==> config.mk <==
export PLATFORM = sky130hd
export DESIGN_NAME = rwm_frame_ctrl
export DESIGN_NICKNAME = d
export VERILOG_FILES = /design/src/rtl/rwm_frame_ctrl.sv
export SDC_FILE = /design/constraint.sdc
export NUM_CORES = 1
export LEC_CHECK = 0
export BUFFER_PORTS_ARGS = -buffer_cell sky130_fd_sc_hd__buf_2
export CAP_MARGIN = 20
export CORE_UTILIZATION = 51
export CTS_CLUSTER_DIAMETER = 30
export CTS_CLUSTER_SIZE = 16
export DETAILED_ROUTE_END_ITERATION = 10
export PLACE_DENSITY = 0.72
export SLEW_MARGIN = 40
export SYNTH_ARGS = -nofsm -noshare
export SYNTH_HDL_FRONTEND = slang
export SYNTH_SLANG_ARGS = --single-unit
==> constraint.sdc <==
create_clock -name clk -period 3.25 [get_ports clk]
set_input_delay 0.1625 -clock clk [delete_from_list [all_inputs] [get_ports clk]]
set_output_delay 0.1625 -clock clk [all_outputs]
set_load 0.1 [all_outputs]
==> src/rtl/rwm_frame_ctrl.sv <==
// rwm_frame_ctrl: sequences clear/write/read passes of the RGB pixel memory with a done watchdog.
module rwm_frame_ctrl #(
    parameter int N          = 2,
    parameter int M          = 2,
    parameter int AUTO_CLEAR = 1,
    parameter int TIMEOUT    = 1024,
    parameter int CNT_W      = 8
) (
    input  logic             clk,
    input  logic             rst_n,
    input  logic             frame_req,
    input  logic             gray_ready,
    input  logic             err_clr,
    input  logic             RWM_done,
    output logic             RWM_enable,
    output logic             rw,
    output logic             clear,
    output logic             cam_capture,
    output logic             gray_start,
    output logic             busy,
    output logic             frame_done,
    output logic             error,
    output logic [CNT_W-1:0] frame_count
);
    localparam int TMAX = (TIMEOUT > 3*N*M+2) ? TIMEOUT : 3*N*M+3;
    localparam int TW   = $clog2(TMAX+1);
    typedef enum logic [3:0] {
        IDLE, CLR_CMD, CLR_WAIT, WR_CMD, WR_WAIT, RD_ARM, RD_CMD, RD_WAIT, FIN, ERR
    } state_t;
    state_t state, state_nx;
    logic [TW-1:0] timer, timer_nx;
    logic waiting, expired;
    assign waiting = state inside {CLR_WAIT, WR_WAIT, RD_WAIT};
    assign expired = timer == TW'(TIMEOUT-1);
    // done is tested before expiry so a simultaneous done wins
    always_comb begin
        state_nx = state;
        case (state)
            IDLE:     state_nx = frame_req ? ((AUTO_CLEAR != 0) ? CLR_CMD : WR_CMD) : IDLE;
            CLR_CMD:  state_nx = CLR_WAIT;
            CLR_WAIT: state_nx = RWM_done ? WR_CMD : expired ? ERR : CLR_WAIT;
            WR_CMD:   state_nx = WR_WAIT;
            WR_WAIT:  state_nx = RWM_done ? RD_ARM : expired ? ERR : WR_WAIT;
            RD_ARM:   state_nx = gray_ready ? RD_CMD : RD_ARM;
            RD_CMD:   state_nx = RD_WAIT;
            RD_WAIT:  state_nx = RWM_done ? FIN : expired ? ERR : RD_WAIT;
            FIN:      state_nx = IDLE;
            ERR:      state_nx = err_clr ? IDLE : ERR;
            default:  state_nx = IDLE;
        endcase
        timer_nx = (waiting && state_nx == state) ? timer + TW'(1) : '0;
    end
    // outputs are decoded from the next state and registered
    always_ff @(posedge clk or negedge rst_n) begin
        if (!rst_n) begin
            state       <= IDLE;
            timer       <= '0;
            RWM_enable  <= 1'b0;
            rw          <= 1'b0;
            clear       <= 1'b0;
            cam_capture <= 1'b0;
            gray_start  <= 1'b0;
            busy        <= 1'b0;
            frame_done  <= 1'b0;
            error       <= 1'b0;
            frame_count <= '0;
        end else begin
            state       <= state_nx;
            timer       <= timer_nx;
            RWM_enable  <= state_nx inside {CLR_CMD, WR_CMD, RD_CMD};
            rw          <= state_nx == WR_CMD;
            clear       <= state_nx == CLR_CMD;
            cam_capture <= state_nx inside {WR_CMD, WR_WAIT};
            gray_start  <= state_nx == RD_CMD;
            busy        <= state_nx != IDLE;
            frame_done  <= state_nx == FIN;
            error       <= state_nx == ERR;
            if (state_nx == FIN)
                frame_count <= frame_count + CNT_W'(1);
        end
    end
endmodule

# Word-level counts from Yosys, hierarchy flattened
# Cells that the tools add are included.
[totals]
mem_count = 0
mem_bits_rw = 0
rom_bits = 0
out_inout_bits = 16
latch_bits = 0
register_bits = 31
word_cells = 46
[classes]
shifts = 0
magnitude_cmp = 0
n_mul = 0
n_reduce_logical = 6
n_addsub = 2
bitwise = 0
n_mux = 11
div_mod_pow = 0
n_eq_ne = 16
[ops]
columns = ["cell", "count"]
rows = [
  ["$pmux 4 s9", 1],
  ["$mux 4", 7],
  ["$eq 4x3->1 const B", 6],
  ["$eq 4x2->1 const B", 3],
  ["$eq 4x4->1 const B", 3],
  ["$add 11x1->11 const B", 1],
  ["$eq 11x10->1 const B", 1],
  ["$mux 11", 1],
  ["$add 8x1->8 const B", 1],
  ["$eq 4x1->1 const B", 2],
  ["$reduce_bool 3->1", 2],
  ["$eq 4x4->1", 1],
  ["$logic_not 4->1", 1],
  ["$reduce_bool 4->1", 1],
  ["$mux 2", 1],
  ["$reduce_bool 2->1", 1],
  ["$logic_and 1x1->1", 1],
  ["$mux 1", 1],
]

# Longest topological paths before layout
# Gate-level depths: netlist of run 1.
[logic_depth]
depth_word = 7
depth_mapped = 7

# Least setup slack after synthesis of run 1
# OpenSTA, ideal clock, no wires.
[synth_timing]
path_kind = "register to register"
startpoint = "register timer[0]"
endpoint = "register timer[8]"
n_path_buf = 2
period_less_slack_ns = 1.934
arrival_time_ns = 1.865
required_time_ns = 3.181
path_stages_with_launch = 8
path_slack_ns = 1.316
path_cell_list = "dfrtp_1 ha_1 and3_1 buf_6 and4_1 or4_4 buf_8 nor2_4"
[synth_via]
elab_chain_len = 7
[synth_rtl]
columns = ["item", "line_no", "source"]
rows = [
  ["start: declaration", "31", "logic [TW-1:0] timer, timer_nx;"],
  ["start signal: assignment", "69", "timer <= timer_nx;"],
  ["$eq 11x10->1", "34", "assign expired = timer == TW'(TIMEOUT-1);"],
  ["$mux 4, on equally long branches (2 in a row)", "43, 41, 46", ""],
  ["$pmux 4 s9", "38", "case (state)"],
  ["$eq 4x4->1", "51", "timer_nx = (waiting && state_nx == state) ? timer + TW'(1) : '0;"],
  ["$logic_and 1x1->1", "51", ""],
  ["$mux 11 (*)", "51", ""],
  ["net timer_nx[8]", "31", ""],
]
# Mark *: on every way through the listed nets, which the timed path passes. The rest lies on a longest branch.
# A chain may end at the register's enable or synchronous reset.

# Worst setup path after layout of run 1
[layout_timing]
startpoint = "register timer[0]"
endpoint = "register timer[10]"
# The elaborated chain is that of the path after synthesis.

==> reports/metrics.yaml, run 1 <==
setup_path:
  crit_path_end: "timer[10]"
  worst-setup-path-type: "reg -> reg"
  critical_path.max_stage_delay_ns: 0.65
  cp_data_required_time_ns: 3.51
  critical_path.reg2reg.startpoint: "timer[0]"
  critical_path.max_fanout: 11
  critPathCaptureType: "flop"
  setup.worst_path.start: "timer[0]"
  cells_along_the_critical_path: "ha_1 > and3_1 > and4_1 > or4_4 > a21oi_1"
  reg2reg_setup_slack_ns: 1.16
  cpMaxStageDelayCell: "sky130_fd_sc_hd__or4_4"
  critical_path_arrival_ns: 2.35
  worst_setup_path_start_kind: "flop"
  worst_r2r_path_depth: 5
  r2r_end: "timer[10]"
synth:
  asyncSetResetFlopFracSynth: 1.000
  post_synth_most_frequent_cells: "sky130_fd_sc_hd__dfrtp_1, sky130_fd_sc_hd__xnor2_1, sky130_fd_sc_hd__nor2_4, sky130_fd_sc_hd__xor2_1, sky130_fd_sc_hd__nand3_1"
  yosysMostFrequentCell: "sky130_fd_sc_hd__dfrtp_1"
  synth-warning-count: 0
  mappedNetlistNets: 148
  synth-main-ff-cell: "sky130_fd_sc_hd__dfrtp_1"
  average_cell_area_after_synthesis_um2: 11.63
  synth-seq-cells: 31
  yosys.cell_types.count: 47
  seq_area_frac_synth: 0.4766
  synth_edf_count: 0
  synthesis.instances: 140
  syn-cell-area_mm2: 0.001628
  yosysTopAreaCell: "sky130_fd_sc_hd__dfrtp_1"
  synthTopCellsByArea: "sky130_fd_sc_hd__dfrtp_1, sky130_fd_sc_hd__nor2_4, sky130_fd_sc_hd__xnor2_1, sky130_fd_sc_hd__xor2_1, sky130_fd_sc_hd__nand3_1"
  netlist.area_leader.share: 0.4766
power_and_ir_drop:
  power.switching_fraction: 0.4967
  netSwitchingPower_w: 0.0008441
  irDropWorstVdd_v: 0.0003180
  pwr-share-seq: 0.351
  leakagePower_nw: 0.8134
  power_density_relative_to_cell_area_mw_per_mm2: 941.1
  power.clock.fraction: 0.186
  internal_power_component_w: 0.0008551
  p_comb_frac: 0.463
run:
  max_cap_violations: 0
die:
  floorplan.io_pins: 22
  die_w_um: 58.50
  start_util: 0.5376
  floorplan.rows: 20
  placeableCoreArea_mm2: 0.003028
  die_y_um: 58.50
  die_area_mm2: 0.003422
grt:
  number_of_antenna_violations_at_the_first_check_in_global_routing: 0
  first_global_vias: 1021
  grt_first_pass_wirelength_um: 4740
  largest_net_degree_at_the_start_of_global_routing: 32
  groute.layer.met1.usage: 0.2418
  total_grt_overflow: 0
  grtUsageMet2: 0.3071
  gr-usage-all-layers: 0.1897
  grtUsageMet3: 0.04835
  gr-max-usage-layer: "met2"
detailed_routing:
  detail_route.iter0.violations: 51
  wirelength_um: 2774
  drcViolationCount: 0
  vias: 1103
  vias_per_cell: 5.407
  number_of_optimization_iterations_in_the_first_detailed_route_pass: 4
  remaining_antenna_violation_count_after_routing: 0
  wl_per_cell_um: 13.60
layout:
  area_growth_pct: 10.91
  top_register: "timer"
  design.final.nets: 167
  reg.largest.list: "timer: 11 flops, frame_count: 8 flops, state: 4 flops"
  fraction_of_final_layout_cells_sized_beyond_drive_strength_1: 0.2875
  antenna-diode-count: 0
  largest_reg_flops: 11
  fillCellCount: 253
sta:
  skew_ns: 0.009649
  maxClockFrequency_mhz: 477.9
  setup-violations-final: 0
  fin_hold_ws_ns: 0.09939
  rsz0062_at_grt: "no"
  number_of_hold_slack_violations_in_the_final_timing_report: 0
  finalMaxSlewViolations: 0
  timing.setup.tns_ns: 0
  min_period_ns: 2.092
  max-slew-margin-rel: 0.5400
  post-route-period-util: 0.6438
  worst_slew_pin_slew_ns: 0.6901
place:
  gp_congestion: 0.7418
  post-dp-hpwl_um: 1875
  port_buffers: 21
cts:
  cts_inserted_buffers: 5
  h_tree_levels: 2
  cts_buffer_depth: 2
  postCtsSetupBuffers: 0
  clock_insertion_delay_worst_skew_ns: 0.32
  cts_resized: 0
  cts_root_buf: "sky130_fd_sc_hd__clkbuf_4"
  tritoncts: "done"
  path_clk_slew_ns: 0.10
  num_clock_sinks: 31
  ctsHoldBuffers: 1
outcome:
  run_status: "finished clean"
hold_path:
  hold_path_class: "in -> reg"
-- logic make-up (layout without fill, tap and decap cells) --
family / Yosys count / after routing / share of synthesized area
xor gates and xnor gates: 17 / 17 / 0.09147
adders and majority gates: 2 / 2 / 0.01537
DFF: 31 / 31 / 0.4766
buffers and inverters: 13 / 33 / 0.05533
and+or+nand+nor: 59 / 59 / 0.2675
AOI/OAI and AO/OA: 16 / 16 / 0.08070
muxes: 2 / 2 / 0.01307
-- final cells by class --
type                       count  area, um^2  area share
multi-input combinational     96       762.0      0.4220
clock buffer                   6       51.30     0.02841
sequential                    31       775.7      0.4297
timing repair buffer          22       115.1     0.06376
inverter                       3       11.26    0.006237
clock inverter                 2       35.03     0.01940
tap                           44       55.05     0.03049
-- how the worst min path moves through the flow --
stage / start / end / depth (start not counted)
after floorplan: rst_n / RWM_enable / 0
after global placement: rst_n / clear / 1
after detailed placement: rst_n / clear / 1
after CTS: frame_req / clear / 2
after global routing: frame_req / clear / 2
final: frame_req / clear / 2
-- per-layer routing --
layer  routed length (um)  up-vias
li1                     -      545
met1                 1275      539
met2                 1385       14
met3                   72        5
met4                   41        0
met5                    0        -
-- worst max-delay path, delay by kind of cell (launching register included) --
| family | cells | cell delay (ns) |
|---|---|---|
| DFF | 1 | 0.43 |
| and+or+nand+nor | 3 | 1.19 |
| AOI/OAI and AO/OA | 1 | 0.17 |
| adders and majority gates | 1 | 0.23 |
-- power by group through the flow --
stage / logic (W) / clock network (W) / registers (W)
4_1_cts: 0.000792 / 0.000324 / 0.000595
3_3_place_gp: 0.000778 / 0 / 0.000594
6_report: 0.000787 / 0.000316 / 0.000597
2_1_floorplan: 0.000453 / 0 / 0.000850
3_5_place_dp: 0.000790 / 0 / 0.000602
5_1_grt: 0.000842 / 0.000342 / 0.000620
-- cells in the final DEF (no fill, tap or decap), types with 2 or more instances in the layout --
cell	Yosys	final
sky130_fd_sc_hd__nor3_1	3	3
sky130_fd_sc_hd__nand3b_1	4	4
sky130_fd_sc_hd__dfrtp_1	31	31
sky130_fd_sc_hd__ha_1	2	2
sky130_fd_sc_hd__xor2_1	8	8
sky130_fd_sc_hd__nor2_4	8	8
sky130_fd_sc_hd__nand3_1	7	7
sky130_fd_sc_hd__a41o_1	2	2
sky130_fd_sc_hd__nor2_1	2	2
sky130_fd_sc_hd__a21oi_1	3	3
sky130_fd_sc_hd__nand4_1	4	4
sky130_fd_sc_hd__xnor2_1	9	9
sky130_fd_sc_hd__a211oi_1	2	2
sky130_fd_sc_hd__clkbuf_4	0	5
sky130_fd_sc_hd__nor3b_1	2	2
sky130_fd_sc_hd__buf_2	3	21
sky130_fd_sc_hd__o31ai_1	2	2
sky130_fd_sc_hd__and4_1	3	3
sky130_fd_sc_hd__and3_1	3	3
sky130_fd_sc_hd__nor2_2	2	2
sky130_fd_sc_hd__nor4b_1	3	3
sky130_fd_sc_hd__inv_1	2	2
sky130_fd_sc_hd__nor2b_1	2	2
sky130_fd_sc_hd__nand2_1	5	5
sky130_fd_sc_hd__or3_1	2	2
-- through the flow --
| step | cell area [um^2] | setup WS (ns) | power [W] | cells | utilization |
|---|---|---|---|---|---|
| 3_5_place_dp | 1709 | 1.176 | 0.001392 | 195 | 0.5645 |
| 4_1_cts | 1805 | 1.154 | 0.001711 | 204 | 0.5963 |
| 3_3_place_gp | 1709 | 1.234 | 0.001372 | 195 | 0.5645 |
| 5_1_grt | 1805 | 1.052 | 0.001803 | 204 | 0.5963 |
| 6_report | 1805 | 1.158 | 0.001699 | 204 | 0.5963 |
| 2_1_floorplan | 1628 | 1.316 | 0.001303 | 140 | - |
Note: power is estimated with default switching activity, not from simulation.
==> run 2, diff against run 1 <==
==> constraint.sdc (replaced) <==
create_clock -name clk -period 2.19 [get_ports clk]
set_input_delay 0.1095 -clock clk [delete_from_list [all_inputs] [get_ports clk]]
set_output_delay 0.1095 -clock clk [all_outputs]
set_load 0.1 [all_outputs]
==> run 2 against run 1 <==
Power is 52% higher. Critical path depth stayed put. Non-clock buffer count is 3 higher. First-iteration DRC count down 49%. Register-to-register slack got worse by 1.1 ns. Flip-flop and latch count unchanged. Fmax hardly changed. Count of clock-buffer cells in the layout unchanged. Via count grew 0.82%. Clock power increased by 50%. Final cell count rose by 1.5%. Worst hold slack worse by 0.056 ns. Critical endpoint unchanged. Largest power group unchanged.
==> reports/metrics.yaml, run 2 (same netlist as run 1, synthesis figures left out) <==
layout:
  commonest_non_fill_non_tap_cell_in_the_layout: "sky130_fd_sc_hd__dfrtp_1"  # unchanged
  layout_common_cells: "sky130_fd_sc_hd__dfrtp_1, sky130_fd_sc_hd__buf_2, sky130_fd_sc_hd__xnor2_1"  # unchanged
  layout.cells.non_filler: 207  # was 204
  multi_input_comb_area_um2: 762.0  # unchanged
  design.final.nets: 170  # was 167
  post-route-util: 0.6037  # was 0.5963
  fillCellCount: 258  # was 253
  ff_latch_area_um2: 775.7  # unchanged
  area_growth_pct: 12.30  # was 10.91%
  largest_reg_flops: 11  # unchanged
  fraction_of_final_layout_cells_sized_beyond_drive_strength_1: 0.3006  # was 0.2875
  antenna-diode-count: 0  # unchanged
  reg.largest.list: "timer: 11 flops, frame_count: 8 flops, state: 4 flops"  # unchanged
  top_register: "timer"  # unchanged
setup_path:
  critPathCaptureType: "flop"  # unchanged
  critical_path.max_fanout: 11  # unchanged
  worst-setup-path-type: "reg -> reg"  # unchanged
  worst_setup_path_start_kind: "flop"  # unchanged
  cp_data_required_time_ns: 2.45  # was 3.51 ns
  critical_path_arrival_ns: 2.35  # about the same
  worst_r2r_path_depth: 5  # unchanged
cts:
  tritoncts: "done"  # unchanged
  cts_inserted_buffers: 5  # unchanged
  num_clock_sinks: 31  # unchanged
  clock_insertion_delay_worst_skew_ns: 0.33  # was 0.32 ns
  h_tree_levels: 2  # unchanged
  postCtsSetupBuffers: 0  # unchanged
  path_clk_slew_ns: 0.10  # about the same
  cts_resized: 0  # unchanged
  cts_buffer_depth: 2  # unchanged
  cts_root_buf: "sky130_fd_sc_hd__clkbuf_4"  # unchanged
run:
  max_cap_violations: 0  # unchanged
power_and_ir_drop:
  irDropWorstVdd_v: 0.0004995  # was 0.0003180 V
  power_density_relative_to_cell_area_mw_per_mm2: 1411  # was 941.1 mW/mm^2
  leakagePower_nw: 0.8283  # was 0.8134 nW
die:
  floorplan.io_pins: 22  # unchanged
  die_y_um: 58.50  # unchanged
  die_area_mm2: 0.003422  # unchanged
  die_w_um: 58.50  # unchanged
  placeableCoreArea_mm2: 0.003028  # unchanged
  floorplan.rows: 20  # unchanged
  start_util: 0.5376  # unchanged
sta:
  max-slew-margin-rel: 0.5521  # was 0.5400
  finalMaxSlewViolations: 0  # unchanged
  min_period_ns: 2.093  # was 2.092 ns
  fin_hold_ws_ns: 0.04307  # was 0.09939 ns
  number_of_hold_slack_violations_in_the_final_timing_report: 0  # unchanged
  timing.setup.tns_ns: 0  # unchanged
  rsz0062_at_grt: "no"  # unchanged
  setup-violations-final: 0  # unchanged
  worst_slew_pin_slew_ns: 0.6718  # was 0.6901 ns
  skew_ns: 0.01079  # was 0.009649 ns
  maxClockFrequency_mhz: 477.7  # was 477.9 MHz
  post-route-period-util: 0.9559  # was 0.6438
hold_path:
  number_of_cells_on_the_worst_hold_path: 2  # unchanged
  hold_path_class: "in -> reg"  # unchanged
place:
  post-dp-hpwl_um: 1996  # was 1875 um
  port_buffers: 21  # unchanged
  dpl.cell_count: 198  # was 195
  gp_congestion: 0.7355  # was 0.7418
detailed_routing:
  vias: 1112  # was 1103
  vias_per_cell: 5.372  # was 5.407
  remaining_antenna_violation_count_after_routing: 0  # unchanged
  detail_route.iter0.violations: 26  # was 51
  wirelength_um: 2864  # was 2774 um
  wl_per_cell_um: 13.84  # was 13.60 um
  drcViolationCount: 0  # unchanged
  number_of_optimization_iterations_in_the_first_detailed_route_pass: 4  # unchanged
outcome:
  run_status: "finished clean"  # unchanged
grt:
  first_global_vias: 1102  # was 1021
  largest_net_degree_at_the_start_of_global_routing: 32  # unchanged
  total_grt_overflow: 0  # unchanged
  gr-usage-all-layers: 0.1915  # was 0.1897
  grt_first_pass_wirelength_um: 4926  # was 4740 um
  number_of_antenna_violations_at_the_first_check_in_global_routing: 0  # unchanged
[run 2: layout make-up]
| type | instances | share of cell area |
|---|---|---|
| Clock buffer | 6 | 0.02806 |
| Clock inverter | 2 | 0.01916 |
| Inverter | 3 | 0.006160 |
| Multi-Input combinational cell | 96 | 0.4168 |
| Sequential cell | 31 | 0.4244 |
| Tap cell | 44 | 0.03012 |
| Timing Repair Buffer | 25 | 0.07529 |
[run 2: where the power goes]
| group | leakage (nW) | switching (W) | internal (W) | total (W) |
|---|---|---|---|---|
| Combinational | 0.368 | 0.000881 | 0.000353 | 0.00123 |
| Clock | 0.0482 | 0.000203 | 0.000270 | 0.000473 |
| Sequential | 0.413 | 0.000188 | 0.000684 | 0.000872 |
[run 2: worst paths after layout]
check / slack [ns] / start / to
max: 0.1 / timer[0] / timer[10]
min: 0.04 / frame_req / clear
max reg2reg: 0.1 / timer[0] / timer[10]
min reg2reg: 0.47 / frame_count[7] / frame_count[7]
max in group asynchronous: 1.41 / rst_n / frame_count[0]
min in group asynchronous: 0.34 / rst_n / rw
[run 2: per-layer routing]
layer	track usage	wire (um)	share of wire	vias up
met5	0	0	0	-
met4	0.08503	29	0.010	0
met2	0.3218	1431	0.50	29
met1	0.2299	1285	0.45	531
met3	0.05275	117	0.041	5
li1	-	-	-	547
[run 2: critical path, cell delays in order (launching register included)]
cell,delay [ns]
sky130_fd_sc_hd__dfrtp_1,0.43
sky130_fd_sc_hd__ha_1,0.24
sky130_fd_sc_hd__and3_1,0.29
sky130_fd_sc_hd__and4_1,0.25
sky130_fd_sc_hd__or4_4,0.65
sky130_fd_sc_hd__a21oi_1,0.17
[run 2: repair_timing]
action,CTS,global route
hold endpoints to repair,31,0
setup endpoints to repair,0,0
hold buffers,1,0
[run 2: metrics by stage]
| stage | instance area, um^2 | total power, W | worst slack, ns |
|---|---|---|---|
| 3_3_place_gp | 1732 | 0.002084 | 0.1813 |
| 3_5_place_dp | 1732 | 0.002123 | 0.1064 |
| 4_1_cts | 1828 | 0.002591 | 0.1030 |
| 6_report | 1828 | 0.002579 | 0.09658 |
| 5_1_grt | 1828 | 0.002710 | 0.003159 |
| 2_1_floorplan | 1628 | 0.001934 | 0.2564 |
==> run 3, diff against run 2 <==
--- a/config.mk
+++ b/config.mk
@@ -5,13 +5,14 @@
 export SDC_FILE = /design/constraint.sdc
 export NUM_CORES = 1
 export LEC_CHECK = 0
-export BUFFER_PORTS_ARGS = -buffer_cell sky130_fd_sc_hd__buf_2
 export CAP_MARGIN = 20
 export CORE_UTILIZATION = 51
 export CTS_CLUSTER_DIAMETER = 30
 export CTS_CLUSTER_SIZE = 16
 export DETAILED_ROUTE_END_ITERATION = 10
-export PLACE_DENSITY = 0.72
+export DONT_BUFFER_PORTS = 1
+export HOLD_SLACK_MARGIN = 0.02
+export PLACE_DENSITY = 0.66
 export SLEW_MARGIN = 40
 export SYNTH_ARGS = -nofsm -noshare
 export SYNTH_HDL_FRONTEND = slang
==> run 3 against run 2 <==
Register-to-register slack better by 0.03 ns. Power is 1.4% higher. Cell area is 1.6% higher. Non-clock buffer count is 8 lower. Critical path type unchanged. Highest routed layer unchanged. Core utilization is 0.95 points higher.
==> reports/metrics.yaml, run 3 (same netlist as run 1, synthesis figures left out) <==
outcome:
  run_status: "finished clean"  # unchanged
setup_path:
  critPathBufInv: 1  # was 0
  r2r_end: "timer[2]"  # was timer[10]
  worst_setup_path_start_kind: "flop"  # unchanged
  worst-setup-path-type: "reg -> reg"  # unchanged
  setup.worst_path.start: "timer[0]"  # unchanged
  critPathCaptureType: "flop"  # unchanged
  cells_along_the_critical_path: "ha_1 > and3_1 > and4_1 > or4_4 > buf_12 > nor2_4"  # was ha_1 > and3_1 > and4_1 > or4_4 > a21oi_1
  critical_path.reg2reg.startpoint: "timer[0]"  # unchanged
  worst_r2r_path_depth: 6  # was 5
  cp_data_required_time_ns: 2.46  # was 2.45 ns
  critical_path.max_stage_delay_ns: 0.54  # was 0.65 ns
  critical_path.max_fanout: 10  # was 11
  timing.critical_path.max_delay_family: "simple AND/OR/NAND/NOR gates"  # unchanged
  critical_path_arrival_ns: 2.34  # was 2.35 ns
  reg2reg_setup_slack_ns: 0.12  # was 0.1 ns
  cpMaxStageDelayCell: "sky130_fd_sc_hd__or4_4"  # unchanged
grt:
  largest_net_degree_at_the_start_of_global_routing: 32  # unchanged
  gr-usage-all-layers: 0.1904  # was 0.1915
  first_global_vias: 1011  # was 1102
  grt_first_pass_wirelength_um: 4719  # was 4926 um
  number_of_antenna_violations_at_the_first_check_in_global_routing: 0  # unchanged
  total_grt_overflow: 0  # unchanged
die:
  placeableCoreArea_mm2: 0.003028  # unchanged
  start_util: 0.5376  # unchanged
  floorplan.io_pins: 22  # unchanged
  floorplan.rows: 20  # unchanged
  die_w_um: 58.50  # unchanged
  die_area_mm2: 0.003422  # unchanged
  die_y_um: 58.50  # unchanged
place:
  dpl.cell_count: 184  # was 198
  gp_congestion: 0.7634  # was 0.7355
  port_buffers: 0  # was 21
  post-dp-hpwl_um: 1979  # was 1996 um
layout:
  design.final.nets: 162  # was 170
  fraction_of_final_layout_cells_sized_beyond_drive_strength_1: 0.2452  # was 0.3006
  ff_latch_area_um2: 777.0  # was 775.7 um^2
  fillCellCount: 249  # was 258
  top_register: "timer"  # unchanged
  reg.largest.list: "timer: 11 flops, frame_count: 8 flops, state: 4 flops"  # unchanged
  layout.cells.non_filler: 199  # was 207
  multi_input_comb_area_um2: 762.0  # unchanged
  largest_reg_flops: 11  # unchanged
  post-route-util: 0.6132  # was 0.6037
  layout_common_cells: "sky130_fd_sc_hd__dfrtp_1, sky130_fd_sc_hd__buf_4, sky130_fd_sc_hd__xnor2_1"  # was sky130_fd_sc_hd__dfrtp_1, sky130_fd_sc_hd__buf_2, sky130_fd_sc_hd__xnor2_1
  commonest_non_fill_non_tap_cell_in_the_layout: "sky130_fd_sc_hd__dfrtp_1"  # unchanged
  area_growth_pct: 14.07  # was 12.30%
  antenna-diode-count: 0  # unchanged
detailed_routing:
  wirelength_um: 2857  # was 2864 um
  drcViolationCount: 0  # unchanged
  vias_per_cell: 5.583  # was 5.372
  vias: 1111  # was 1112
  remaining_antenna_violation_count_after_routing: 0  # unchanged
  wl_per_cell_um: 14.36  # was 13.84 um
  detail_route.iter0.violations: 37  # was 26
  number_of_optimization_iterations_in_the_first_detailed_route_pass: 4  # unchanged
cts:
  cts_root_buf: "sky130_fd_sc_hd__clkbuf_4"  # unchanged
  h_tree_levels: 2  # unchanged
  cts_inserted_buffers: 5  # unchanged
  path_clk_slew_ns: 0.10  # about the same
  cts_buffer_depth: 2  # unchanged
  num_clock_sinks: 31  # unchanged
  tritoncts: "done"  # unchanged
  clock_insertion_delay_worst_skew_ns: 0.33  # about the same
hold_path:
  worst_hold_startpoint: "RWM_done"  # was frame_req
  number_of_cells_on_the_worst_hold_path: 2  # unchanged
  hold_path_class: "in -> reg"  # unchanged
  worst_hold_path.endpoint: "frame_done"  # was clear
power_and_ir_drop:
  power_density_relative_to_cell_area_mw_per_mm2: 1408  # was 1411 mW/mm^2
  internal_power_component_w: 0.001331  # was 0.001307 W
  pwr-share-seq: 0.429  # was 0.338
  netSwitchingPower_w: 0.001284  # was 0.001272 W
  power.clock.fraction: 0.180  # was 0.183
  p_comb_frac: 0.391  # was 0.479
  power.switching_fraction: 0.4909  # was 0.4933
  irDropWorstVdd_v: 0.0005442  # was 0.0004995 V
  leakagePower_nw: 0.8006  # was 0.8283 nW
sta:
  maxClockFrequency_mhz: 484.2  # was 477.7 MHz
  max-slew-margin-rel: 0.4172  # was 0.5521
  setup-violations-final: 0  # unchanged
  min_period_ns: 2.065  # was 2.093 ns
  finalMaxSlewViolations: 0  # unchanged
  rsz0062_at_grt: "no"  # unchanged
  number_of_hold_slack_violations_in_the_final_timing_report: 0  # unchanged
  post-route-period-util: 0.9430  # was 0.9559
  fin_hold_ws_ns: 0.04491  # was 0.04307 ns
  skew_ns: 0.006476  # was 0.01079 ns
  worst_slew_pin_slew_ns: 0.8749  # was 0.6718 ns
  timing.setup.tns_ns: 0  # unchanged
run:
  max_cap_violations: 0  # unchanged
-- run 3: changes by cell type in the layout (fill, tap and decap cells not counted) --
cell,change
sky130_fd_sc_hd__buf_2,-21
sky130_fd_sc_hd__buf_4,+7
sky130_fd_sc_hd__dlygate4sd3_1,+4
sky130_fd_sc_hd__buf_12,+2
sky130_fd_sc_hd__dfrtp_1,-1
sky130_fd_sc_hd__dfrtp_2,+1
-- run 3: power by group through the flow --
stage	Combinational, W	Clock, W	Sequential, W
after floorplan	0.000672	0	0.00126
after detailed placement	0.000956	0	0.00112
after global placement	0.000928	0	0.00111
after global routing	0.00111	0.000509	0.00114
final	0.00102	0.000471	0.00112
after CTS	0.000980	0.000486	0.00111
-- run 3: how the worst max path moves through the flow --
stage | endpoint | cells after the start
finish | timer[2] | 6
global route | timer[8] | 6
CTS | timer[10] | 5
detailed placement | timer[10] | 5
global placement | timer[10] | 5
floorplan | timer[8] | 7
-- run 3: layer usage --
layer  GRT usage  wire, um
met5           0         0
met4     0.08163        48
met3     0.07473       111
met2      0.2890      1399
met1      0.2422      1297
-- run 3: area by class of cell --
| class | count | area share |
|---|---|---|
| Multi-Input combinational cell | 96 | 0.4104 |
| Clock inverter | 2 | 0.01887 |
| Clock buffer | 6 | 0.02763 |
| Timing Repair Buffer | 17 | 0.08895 |
| Tap cell | 44 | 0.02965 |
| Inverter | 3 | 0.006065 |
| Sequential cell | 31 | 0.4185 |
-- run 3: repair_timing --
item,in CTS,in global routing
hold endpoints to repair,34,1
hold buffers,5,1
resized for setup,0,0
setup endpoints to repair,0,1
buffers inserted,0,1
-- run 3: through the flow --
| stage | area (um^2) | worst slack, ns | total power, W |
|---|---|---|---|
| after CTS | 1826 | 0.1155 | 0.002576 |
| final | 1857 | 0.1248 | 0.002615 |
| after global placement | 1679 | 0.1824 | 0.002043 |
| after floorplan | 1628 | 0.2564 | 0.001934 |
| after detailed placement | 1679 | 0.1323 | 0.002078 |
| after global routing | 1857 | 0.04176 | 0.002761 |
